## src/rtl/pulse_event_arbiter.sv

```systemverilog
// Merges two single-cycle pulse sources onto one valid/ready event channel.
// Per-source saturating backlog counters feed a round-robin offer FSM.
module pulse_event_arbiter #(
  parameter int CNT_W = 4
) (
  input  logic             clk,
  input  logic             rst_n,
  input  logic             seq_a,
  input  logic             seq_b,
  input  logic             enable,
  input  logic             evt_ready,
  input  logic             clr_ovf,
  output logic             evt_valid,
  output logic             evt_id,
  output logic [CNT_W-1:0] pend_a,
  output logic [CNT_W-1:0] pend_b,
  output logic             ovf_a,
  output logic             ovf_b
);

  typedef enum logic {
    IDLE  = 1'b0,
    OFFER = 1'b1
  } state_t;

  state_t           state;
  state_t           state_nxt;
  logic             last_id;
  logic             last_id_nxt;
  logic             evt_valid_nxt;
  logic             evt_id_nxt;
  logic             hs;
  logic             dec_a;
  logic             dec_b;
  logic             drop_a;
  logic             drop_b;
  logic             last_eff;
  logic             sel;
  logic [CNT_W-1:0] pend_a_nxt;
  logic [CNT_W-1:0] pend_b_nxt;

  // Saturating up/down step; a simultaneous inc and dec cancel even at max.
  function automatic logic [CNT_W-1:0] cnt_step(input logic [CNT_W-1:0] cnt,
                                                input logic             inc,
                                                input logic             dec);
    logic [CNT_W-1:0] res;
    res = cnt;
    if (inc && !dec && (cnt != {CNT_W{1'b1}})) begin
      res = cnt + CNT_W'(1);
    end else if (dec && !inc && (cnt != '0)) begin
      res = cnt - CNT_W'(1);
    end
    return res;
  endfunction

  function automatic logic cnt_drop(input logic [CNT_W-1:0] cnt,
                                    input logic             inc,
                                    input logic             dec);
    return inc && !dec && (cnt == {CNT_W{1'b1}});
  endfunction

  assign hs     = evt_valid & evt_ready;
  assign dec_a  = hs & (evt_id == 1'b0);
  assign dec_b  = hs & (evt_id == 1'b1);

  assign pend_a_nxt = cnt_step(pend_a, seq_a, dec_a);
  assign pend_b_nxt = cnt_step(pend_b, seq_b, dec_b);
  assign drop_a     = cnt_drop(pend_a, seq_a, dec_a);
  assign drop_b     = cnt_drop(pend_b, seq_b, dec_b);

  // Arbitration looks at post-handshake counts and the post-handshake last_id,
  // so back-to-back grants alternate correctly on ties.
  always_comb begin
    last_eff = hs ? evt_id : last_id;
    sel      = 1'b0;
    if ((pend_a_nxt != '0) && (pend_b_nxt != '0)) begin
      sel = ~last_eff;
    end else if (pend_b_nxt != '0) begin
      sel = 1'b1;
    end
  end

  always_comb begin
    state_nxt     = state;
    evt_valid_nxt = evt_valid;
    evt_id_nxt    = evt_id;
    last_id_nxt   = last_id;
    unique case (state)
      IDLE: begin
        evt_valid_nxt = 1'b0;
        if (enable && ((pend_a | pend_b) != '0)) begin
          state_nxt     = OFFER;
          evt_valid_nxt = 1'b1;
          evt_id_nxt    = sel;
        end
      end
      OFFER: begin
        // Without a handshake the offer is held unchanged, regardless of enable.
        if (hs) begin
          last_id_nxt = evt_id;
          if (enable && ((pend_a_nxt | pend_b_nxt) != '0)) begin
            evt_valid_nxt = 1'b1;
            evt_id_nxt    = sel;
          end else begin
            state_nxt     = IDLE;
            evt_valid_nxt = 1'b0;
          end
        end
      end
      default: begin
        state_nxt     = IDLE;
        evt_valid_nxt = 1'b0;
      end
    endcase
  end

  // Register stage: FSM, offer outputs, counters and sticky flags.
  always_ff @(posedge clk or negedge rst_n) begin
    if (!rst_n) begin
      state     <= IDLE;
      evt_valid <= 1'b0;
      evt_id    <= 1'b0;
      last_id   <= 1'b1;
      pend_a    <= '0;
      pend_b    <= '0;
      ovf_a     <= 1'b0;
      ovf_b     <= 1'b0;
    end else begin
      state     <= state_nxt;
      evt_valid <= evt_valid_nxt;
      evt_id    <= evt_id_nxt;
      last_id   <= last_id_nxt;
      pend_a    <= pend_a_nxt;
      pend_b    <= pend_b_nxt;
      ovf_a     <= drop_a | (ovf_a & ~clr_ovf);
      ovf_b     <= drop_b | (ovf_b & ~clr_ovf);
    end
  end

endmodule

```

## config.mk

```make
export PLATFORM = sky130hd
export DESIGN_NAME = pulse_event_arbiter
export DESIGN_NICKNAME = d
export VERILOG_FILES = /design/src/rtl/pulse_event_arbiter.sv
export SDC_FILE = /design/constraint.sdc
export NUM_CORES = 1
export LEC_CHECK = 0
export ABC_AREA = 1
export CORE_AREA = 5 5 58 60
export CTS_CLUSTER_SIZE = 28
export DETAILED_ROUTE_END_ITERATION = 12
export DIE_AREA = 0 0 63 65
export PLACE_DENSITY_LB_ADDON = 0.12
export RECOVER_POWER = 50
export SYNTH_ARGS = -nofsm -noshare
export SYNTH_HDL_FRONTEND = slang
export SYNTH_SLANG_ARGS = --single-unit
```

## constraint.sdc

```tcl
create_clock -name clk -period 2.3 [get_ports clk]
set_clock_uncertainty 0.2 [all_clocks]
set_input_delay 0.46 -clock clk [delete_from_list [all_inputs] [get_ports clk]]
set_output_delay 0.46 -clock clk [all_outputs]
set_load 0.01 [all_outputs]
```

=== Word level (Yosys, flattened, before mapping) ===
Cells that the tools add are included.

* Bitwise operators: 13
* Add/sub/neg operators: 4
* Mux-type cells: 17
* Reductions and logical operators: 24
* Equality and inequality tests: 7

{| class="wikitable"
|+ Operator list
! cell !! count
|-
| nonzero test 4 bit || 6
|-
| two-way mux 4 bit || 4
|-
| logical AND 1 bit || 13
|-
| two-way mux 1 bit || 10
|-
| adder 4 x 1 -> 4 bit, second input constant || 2
|-
| == test 4 bit, second input constant || 2
|-
| != test 4 bit, second input constant || 2
|-
| bitwise OR 4 bit || 2
|-
| subtractor 4 x 1 -> 4 bit, second input constant || 2
|-
| one-hot mux 1 bit (2 select lines) || 3
|-
| AND 1 bit || 5
|-
| zero test 1 bit || 4
|-
| != test 2 x 1 -> 1 bit, second input constant || 2
|-
| NOT 1 bit || 4
|-
| AND reduction 3 bit || 1
|-
| != test 2 bit, second input constant || 1
|-
| bitwise OR 1 bit || 2
|}

* Word-level logic and storage cells: 73
* Output and inout bits: 12
* Register bits after elaboration: 14

=== Logic depth before layout (Yosys ltp) ===
* Depth after elaboration: 12
* Mapped depth: 15

=== Worst setup path before layout ===
OpenSTA, ideal clock, no wires.

* Kind: register to register
* Start: register pend_b[0]
* End: register evt_id
* Period minus slack after synthesis: 1962 ps
* Setup slack: 338 ps
* Path buffers: 0
* Setup time: 117 ps
* Stages on the path, launching flop included: 14
* Data arrival time: 1645 ps
* Path through: dfrtp_1 -> ha_1 -> nand3_1 -> nand3_2 -> nand2_2 -> nand2_1 -> nand2_2 -> nand3_2 -> inv_1 -> nand2_1 -> nor2_2 -> nor2_1 -> nand3_1 -> nand2_1

* Longest elaborated chain between the ends: 10
* Elaborated cells on any way between the ends: 25
* Those cells by class: 2 x add/sub; 3 x eq/ne; 8 x mux; 2 x bitwise; 10 x reduce/logical

{| class="wikitable"
|+ RTL lines
! element !! line !! text
|-
| from (decl) || 16 || <nowiki>output logic [CNT_W-1:0] pend_b,</nowiki>
|-
| from (signal assigned) || 134 || <nowiki>pend_b <= pend_b_nxt;</nowiki>
|-
| branches (longest 10 deep; another with subtractor 4 x 1 -> 4 bit) || -- ||
|-
| to (signal assigned) || 131 || <nowiki>evt_id <= evt_id_nxt;</nowiki>
|-
| to (decl) || 14 || <nowiki>output logic evt_id,</nowiki>
|}

Parallel ways; which one is timed is not known. The select of a mux whose other input is x is not followed.
A chain may end at the register's enable or synchronous reset.

=== Worst setup path after layout ===
* Start: register pend_b[2]
* End: output pend_b[2]

No word-level cell between the ends.

==> results.yml <==
global_routing:
  busiest_layer: "met2"
  grt_pass1_vias: 1101
  antenna_found_initial: 0
  grt_pass1_wl_um: 4670
  grt_use_met2: 0.229
  overflow: 0
  grt_usage: 0.139
  met3_usage: 0.0225
  grt_max_degree: 15
  grt_use_met1: 0.188
critical_path:
  cp_cell_sequence: "clkdlybuf4s50_1"
  timing.rr.start: "pend_b[0]"
  cpPeakStageDelay_ps: 610
  crit_fanout: 8
  path_class: "reg2out"
  ff2ff_setup_slack_ps: 230
  reg2reg_depth: 11
  slowest_stage: "clkdlybuf4s50_1"
  reg2reg_to: "evt_valid"
  cp_data_required_time_ps: 1640
  end_kind: "output pin"
  cp_top_family: "buffers and inverters"
  arrival_ps: 1430
  cp_num_buf_inv: 1
  cp-startpoint: "pend_b[2]"
  start_kind: "register"
timing:
  whs_ps: 309
  worst_slew_pin_slew_ps: 784
  postLayoutSetupSlackWorst_ps: 211
  max_clock_freq_mhz: 479
  setup-violations-final: 0
  final_max_slew_viol_count: 0
  rsz0062_at_grt: "no"
  min_period_ps: 2090
  finalCritPeriodShare: 0.908
  final-hold-violation-count: 0
  fin_setup_tns_ps: 0
  relSlewSlack: 0.477
clocking:
  clkTransAtPathRegs_ps: 100
  clock_sinks: 14
  root_buffer: "clkbuf_4"
  cts_tree: "built"
  clkLatencyLatePin_ps: 280
  cts_made_buffers: 3
  cts_buffer_depth: 2
  cts_hold_buf: 0
  cts.htree.levels: 1
layout:
  final_nets: 216
  fin_util: 0.525
  mostFrequentLayoutCells: "nand2_1, inv_1, nand3_1"
  area_growth_pct: 26.9
  final_layout_size_suffix_gt1_frac: 0.191
  final_common_cell: "nand2_1"
  post-route-cell-area_mm2: 0.00151
  final_cells: 237
  antenna_cells: 0
synth:
  ys_async_sr_fraction: 1.00
  synth_top_cell_area_share: 0.273
  syn-num-nets: 184
  yosysSeqAreaShare: 0.295
  synth_ff_type: "dfrtp_1"
  synthTopCellsByArea: "dfrtp_1, nand2_1, nand3_1, inv_1, ha_1"
  synth_cells: 173
  synth_cell_types: 26
  synth_edf_count: 0
  yosysWarnings: 0
  post_synth.cell_area_avg_um2: 6.89
  yosys_register_bits: 14
  syn_area_mm2: 0.00119
  yosys.area.top_type: "dfrtp_1"
detailed_routing:
  drt-total-wl_um: 2650
  num_vias: 1132
  drc: 0
  drtAntennaViolNets: 0
  wl_per_cell_um: 11.2
  routed_via_density: 4.78
  first_pass_iters: 4
  drt_iter0_drc: 49
die:
  dieArea_mm2: 0.00410
  die-height_um: 65
  ios: 19
  die_width_um: 63
  core_area_mm2: 0.00288
  start_util: 0.414
  rows: 20
placed_design:
  dp_cells: 232
  gp_congestion: 0.910
  placed_area_mm2: 0.00147
  numPortBuffers: 18
  place_ws_ps: -163
  hpwl_um: 2150
run:
  cap_violations: 0
power:
  irDropWorstVdd_v: 0.000599
  total_power_mw: 1.88
  cellPowerDensity_mw_per_mm2: 1250
  total_leakage_power_nw: 0.785
worst_hold_path:
  hold_start: "last_id"
  holdPathStages: 2
  min_to: "last_id"
  hp-class: "reg2reg"
status:
  outcome: "completed"
[logic make-up after synthesis]
| family | count (synthesis) | share of synthesized area |
|---|---|---|
| compound gates | 11 | 0.0536 |
| simple gates | 113 | 0.482 |
| flops | 14 | 0.295 |
| fa+ha+maj | 4 | 0.0420 |
| xor+xnor | 5 | 0.0368 |
| buf+inv | 26 | 0.0903 |
[Yosys cell counts, drive strengths merged, types with 2 or more instances]
cell type and number:
nand2 66, nand3 25, inv 23, nor2 19
dfrtp 13, o21ai 5, a21oi 4, ha 4
buf 3, xor2 3, nand4 2, xnor2 2
[metal layers]
layer  wire length [um]  part of all wire
met1               1380              0.52
met2               1170              0.44
met3                 91             0.034
met4                 12            0.0045
met5                  0                 0
[state kept, by name, summed over array words and instances, names as in the netlist]
signal	cells
pend_a	4
pend_b	4
evt_id	1
evt_valid	1
last_id	1
ovf_a	1
ovf_b	1
state	1
[what timing repair did]
item,in CTS,in global routing
setup endpoints to repair,0,2
buffers inserted,0,1
gates resized for setup,0,3
[worst min-delay path, stage by stage (launching register included)]
cell     delay, ps
dfstp_2        360
inv_1           60
o21ai_0         80
[layout make-up]
type	instances	area (um2)
sequential	14	352
multi-input combinational	133	737
inverter	23	86.3
tap	33	41.3
fill	319	1370
clock buffer	4	26.3
timing repair buffer	30	269
[where the power goes]
group	leakage, nW	switching (mW)	internal (mW)
clock network	0.0150	0.0799	0.0671
registers	0.171	0.155	0.351
logic	0.599	0.671	0.561
[worst max path at each step]
stage / to / slack (ps) / cells past startpoint
after detailed placement: evt_id / -160 / 14
after global routing: evt_id / 30 / 14
after floorplan: evt_id / 340 / 13
after global placement: evt_id / -150 / 14
final: pend_b[2] / 210 / 1
after CTS: evt_id / 140 / 14
(Power assumes the default switching activity.)
